File: src/rtl/stopwatch_pkg.sv
// rtl/stopwatch_pkg.sv - shared state codes and default timing constants for the stopwatch
package stopwatch_pkg;

   // State codes are also shown on the debug LEDs, so the encoding is fixed
   typedef enum logic [2:0] {
      ST_IDLE  = 3'd0,
      ST_RUN   = 3'd1,
      ST_LAP   = 3'd2,
      ST_PAUSE = 3'd3,
      ST_FULL  = 3'd4
   } sw_state_t;

   // 10 ms at 100 MHz; the display mux uses the same values
   localparam int SW_TICK_DIV  = 1_000_000;
   localparam int SW_DB_CYCLES = 1_000_000;

endpackage

File: src/rtl/btn_debounce.sv
// rtl/btn_debounce.sv - button synchronizer, debounce filter and press-edge detector
module btn_debounce
   import stopwatch_pkg::*;
#(
   parameter int DB_CYCLES = SW_DB_CYCLES
) (
   input  logic clk,
   input  logic r,
   input  logic raw,
   output logic level,
   output logic press
);

   localparam int            CW       = (DB_CYCLES > 1) ? $clog2(DB_CYCLES) : 1;
   localparam logic [CW-1:0] CNT_LAST = CW'(DB_CYCLES - 1);

   logic          sync1;
   logic          sync2;
   logic          level_q;
   logic          level_d;
   logic          press_q;
   logic [CW-1:0] cnt;

   // Two-flop synchronizer, then accept a new level only after DB_CYCLES
   // consecutive disagreeing cycles; a one-cycle press follows each rising level
   always_ff @(posedge clk) begin
      if (r) begin
         sync1   <= 1'b0;
         sync2   <= 1'b0;
         level_q <= 1'b0;
         level_d <= 1'b0;
         press_q <= 1'b0;
         cnt     <= '0;
      end else begin
         sync1   <= raw;
         sync2   <= sync1;
         level_d <= level_q;
         press_q <= level_q & ~level_d;
         if (sync2 != level_q) begin
            if (cnt == CNT_LAST) begin
               level_q <= sync2;
               cnt     <= '0;
            end else begin
               cnt <= cnt + CW'(1);
            end
         end else begin
            cnt <= '0;
         end
      end
   end

   assign level = level_q;
   assign press = press_q;

endmodule

File: src/rtl/stopwatch_ctrl.sv
// rtl/stopwatch_ctrl.sv - stopwatch run/pause/lap/full sequencer with 10 ms tick prescaler
module stopwatch_ctrl
   import stopwatch_pkg::*;
#(
   parameter int TICK_DIV  = SW_TICK_DIV,
   parameter int DB_CYCLES = SW_DB_CYCLES
) (
   input  logic       clk,
   input  logic       r,
   input  logic       s,
   input  logic       l,
   input  logic       sat,
   output logic       run,
   output logic       tick,
   output logic       clr,
   output logic       hold,
   output logic [2:0] st
);

   localparam int            PW       = (TICK_DIV > 1) ? $clog2(TICK_DIV) : 1;
   localparam logic [PW-1:0] PRE_LAST = PW'(TICK_DIV - 1);

   sw_state_t     state;
   sw_state_t     state_nxt;
   logic          clr_nxt;
   logic          start;
   logic          ps;
   logic          pl;
   logic          s_level_unused;
   logic          l_level_unused;
   logic [PW-1:0] presc;

   btn_debounce #(.DB_CYCLES(DB_CYCLES)) u_db_s (
      .clk   (clk),
      .r     (r),
      .raw   (s),
      .level (s_level_unused),
      .press (ps)
   );

   btn_debounce #(.DB_CYCLES(DB_CYCLES)) u_db_l (
      .clk   (clk),
      .r     (r),
      .raw   (l),
      .level (l_level_unused),
      .press (pl)
   );

   // Next state; sat outranks ps which outranks pl, and losing presses are dropped
   always_comb begin
      state_nxt = state;
      clr_nxt   = 1'b0;
      start     = 1'b0;
      case (state)
         ST_IDLE: begin
            if (ps) begin
               state_nxt = ST_RUN;
               start     = 1'b1;
            end
         end
         ST_RUN: begin
            if (sat)     state_nxt = ST_FULL;
            else if (ps) state_nxt = ST_PAUSE;
            else if (pl) state_nxt = ST_LAP;
         end
         ST_LAP: begin
            if (sat)     state_nxt = ST_FULL;
            else if (ps) state_nxt = ST_PAUSE;
            else if (pl) state_nxt = ST_RUN;
         end
         ST_PAUSE: begin
            if (ps) begin
               state_nxt = ST_RUN;
            end else if (pl) begin
               state_nxt = ST_IDLE;
               clr_nxt   = 1'b1;
            end
         end
         ST_FULL: begin
            if (pl) begin
               state_nxt = ST_IDLE;
               clr_nxt   = 1'b1;
            end
         end
         default: state_nxt = ST_IDLE;
      endcase
   end

   // State register with outputs registered from the next state so they line up with st
   always_ff @(posedge clk) begin
      if (r) begin
         state <= ST_IDLE;
         run   <= 1'b0;
         hold  <= 1'b0;
         clr   <= 1'b0;
      end else begin
         state <= state_nxt;
         run   <= (state_nxt == ST_RUN) || (state_nxt == ST_LAP);
         hold  <= (state_nxt == ST_LAP);
         clr   <= clr_nxt;
      end
   end

   // Prescaler runs only while counting and keeps its phase across a pause
   always_ff @(posedge clk) begin
      if (r) begin
         presc <= '0;
         tick  <= 1'b0;
      end else begin
         tick <= run && (presc == PRE_LAST);
         if (start) begin
            presc <= '0;
         end else if (run) begin
            presc <= (presc == PRE_LAST) ? '0 : presc + PW'(1);
         end
      end
   end

   assign st = state;

endmodule

File: config.mk
export PLATFORM = sky130hd
export DESIGN_NAME = stopwatch_ctrl
export DESIGN_NICKNAME = d
export VERILOG_FILES = /design/src/rtl/stopwatch_pkg.sv /design/src/rtl/btn_debounce.sv /design/src/rtl/stopwatch_ctrl.sv
export SDC_FILE = /design/constraint.sdc
export NUM_CORES = 1
export LEC_CHECK = 0
export ABC_AREA = 1
export BUFFER_PORTS_ARGS = -buffer_cell sky130_fd_sc_hd__buf_2
export CORE_MARGIN = 2
export CORE_UTILIZATION = 60
export CTS_CLUSTER_SIZE = 24
export DETAILED_ROUTE_END_ITERATION = 7
export PLACE_DENSITY_LB_ADDON = 0.1
export SETUP_SLACK_MARGIN = 0.02
export SYNTH_ARGS = -nofsm -noshare
export SYNTH_HDL_FRONTEND = slang
export SYNTH_SLANG_ARGS = --single-unit
File: constraint.sdc
create_clock -name clk -period 4 [get_ports clk]
set_input_delay 0.4 -clock clk [delete_from_list [all_inputs] [get_ports clk]]
set_output_delay 0.4 -clock clk [all_outputs]
set_load 0.005 [all_outputs]
==> metrics <==
critical-path cell list ha_1 -> nand3_1 -> nor2_2 -> nand3_1 -> nand2_1 -> inv_1 -> nand2_1 -> a21oi_1; outcome finished clean; Final period util between 40% and 50%; routed len/inst about 12 microns; Max FO, Critical Path 11; CTS buffer count 9; largest net degree at the start of global routing 20; Die Span Y 82.4 microns; fraction of layout cells with a size suffix above 1 under 10%; ANT nets after route 0; max cap viols 0; clock power share between 40 and 50%; ys async rst share 0%; Yosys reg bits 77; initial antenna violation count 0; Top FF cell, synth dfxtp_1; CTS Hold Bufs 0; DRC Markers 0; I/O pin count 12; initial drt markers ~150; reg2reg start presc[0]$_SDFFE_PP0P_; Die X about 82 microns; required time of the critical path about 4.3 ns; Post-Syn Area 3690 sq um; GRT Util Overall around a quarter; final WL 7160 microns; Post-Route Setup TNS 0 ns; gr ovfl total 0; Netlist cell types 36; WHS between 0.2 and 0.25 ns; peak supply drop about 280 uV; Slew @ Worst Pin 0.396 ns; CTS root buffer clkbuf_8; CP startpoint kind flip-flop; Port Buffer Count 11; Clock Path Buffers 2; vias in the first global route 2931; Die Area ~6800 sq um; Seq pwr share between 50% and 60%; Initial Util roughly 62%; vias per cell 5.26; Setup violations, final 0; clk_skew between 0.008 and 0.009 ns; DR vias between 3000 and 4000; Synth Instances 519; sequential area share after synthesis between 40% and 50%; WP buf/inv 1; CP Depth 8; syn nets about 530; Worst slew margin 73.5%; crit end category flip-flop; Clock Sink Count 77; Rows 28; GP Congestion ~0.85; Inst Count DP 600; Comb pwr share about 1.2%; CP delay by family, top simple AND/OR/NAND/NOR gates; Clock Latency Late Sink approximately 0.36 ns; worst setup path start presc[0]$_SDFFE_PP0P_; Worst path max stage delay between 0.3 and 0.4 ns; RSZ-0062 raised after global routing no; P_leak ~1.5 nW; crit path DAT roughly 2 ns; post_cts resized 0; first-pass GRT wire length 12400 microns; Layout Cells excl Fill between 600 and 700; core area between 5000 and 6000 sq um; Syn-to-layout area delta 9.66%; Pwr Total about 1.5 mW; Worst Setup Slack, final about 2.3 ns; NumNets Final between 500 and 600; Max Slew Vio Count 0; R2R Path End presc[18]$_SDFFE_PP0P_; Min-Delay Path Class in -> reg; CP max-delay cell dfxtp_1; sw frac between 20% and 30%; post-CTS setup buffer count 0; Yosys Warn Count 0; Fmax between 500 and 600 MHz; reg2reg path depth 8; Setup CP Type reg -> reg; final hold viol count 0; register-to-register setup slack about 2.3 ns; Final min period 1.72 ns; P_sw between 300 and 400 uW; pre-CTS setup slack between 2 and 2.5 ns; syn avg cell area a little over 7 sq um; Post-DP HPWL between 5000 and 6000 microns; Post-synth EDFFs 0; H-Tree Level Count 3; ANT cells 0; end point of the critical path presc[18]$_SDFFE_PP0P_; CTS tree done; pwr/cell area 372 nW/um^2; Power Internal about 1.2 mW; Initial DRT Pass Iterations 5; Clk pin slew, worst setup/hold paths 0.08 ns
## logic make-up (layout without fill, tap and decap cells)
logic type	Yosys count	in the layout	synth area share, %
XOR/XNOR	23	23	5.46
buffers and inverters	76	98	8.27
AO/OA/AOI/OAI	36	36	5.63
AND/OR/NAND/NOR	304	304	37.9
flip-flops	77	77	41.8
adder cells (fa/ha/maj)	3	3	1.02
## worst min path at each step
stage,cells past startpoint,end,slack [ns],from
6_report,3,u_db_l.sync1$_SDFF_PP0_,0.24,l
5_1_grt,3,u_db_l.sync1$_SDFF_PP0_,0.23,l
4_1_cts,3,u_db_l.sync1$_SDFF_PP0_,0.23,l
3_5_place_dp,1,u_db_l.press$_SDFF_PP0_,0.38,u_db_l.level_d$_SDFF_PP0_
3_3_place_gp,1,u_db_s.press$_SDFF_PP0_,0.38,u_db_s.level_d$_SDFF_PP0_
2_1_floorplan,1,u_db_l.press$_SDFF_PP0_,0.37,u_db_l.level_d$_SDFF_PP0_
## placed cells by master (no fill, tap or decap), types with 2 or more instances in the layout
master	instances
nor3b_1	3
ha_1	3
nand3b_1	2
inv_2	2
xor2_1	19
clkinvlp_4	2
nand2_1	98
nand2_2	4
clkbuf_8	9
xnor2_1	4
buf_2	11
a31oi_1	2
o21ai_0	7
or2_0	2
bufinv_16	3
dfxtp_1	77
nor2_1	96
nand3_1	41
inv_1	69
nor2_4	5
nor3_1	25
nand4_1	14
nor2_2	6
a21oi_1	21
nor3_2	2
nand2_4	2
## cell type report
class / count / area (sq um)
fillers: 522 / 1870
multi-input cells: 366 / 1840
flip-flops and latches: 77 / 1540
inverters: 71 / 267
clock buffers: 9 / 124
clock inverters: 7 / 123
well taps: 75 / 93.8
repair buffers: 11 / 55.1
## synth_stat cells (5+ instances only)
| cell type | instances | area [sq um] |
|---|---|---|
| o21ai_0 | 7 | 35.0 |
| dfxtp_1 | 77 | 1540 |
| nand3_1 | 41 | 205 |
| nand2_1 | 98 | 368 |
| a21oi_1 | 21 | 105 |
| inv_1 | 69 | 259 |
| nand4_1 | 14 | 87.6 |
| nor3_1 | 25 | 125 |
| xor2_1 | 19 | 166 |
| nor2_4 | 5 | 56.3 |
| nor2_2 | 6 | 37.5 |
| nor2_1 | 96 | 360 |
## worst reg2reg max path, stage by stage, from the launching register on
cell and delay [ns]:
dfxtp_1 0.37, ha_1 0.21, nand3_1 0.10, nor2_2 0.18
nand3_1 0.16, nand2_1 0.34, inv_1 0.14, nand2_1 0.09
a21oi_1 0.04
## power by group through the flow
stage | clock (mW) | combinational (mW) | sequential, mW
after floorplan | 0 | 0.0126 | 0.787
after global placement | 0 | 0.0171 | 0.788
after detailed placement | 0 | 0.0175 | 0.788
after CTS | 0.727 | 0.0177 | 0.770
after global routing | 0.759 | 0.0198 | 0.770
final | 0.719 | 0.0174 | 0.770
## state kept, by name, indices dropped and copies added, names as in the netlist, 3 cells and up
name / flops
u_db_s.cnt: 20
st: 3
presc: 20
u_db_l.cnt: 20
## per-layer routing
| layer | share of wire, % | track usage, % | up-vias |
|---|---|---|---|
| met1 | 48 | 28.5 | 1482 |
| met2 | 47 | 40.7 | 63 |
| met5 | 0 | 0 | - |
| met3 | 3.5 | 5.43 | 10 |
| li1 | - | - | 1687 |
| met4 | 1.6 | 9.17 | 0 |
## through the flow
| step | util [%] | instance area, sq um |
|---|---|---|
| 2_1_floorplan | - | 3690 |
| 3_3_place_gp | 64.2 | 3800 |
| 3_5_place_dp | 64.2 | 3800 |
| 4_1_cts | 68.4 | 4050 |
| 5_1_grt | 68.4 | 4050 |
| 6_report | 68.4 | 4050 |
Note: power is estimated with default switching activity, not from simulation.
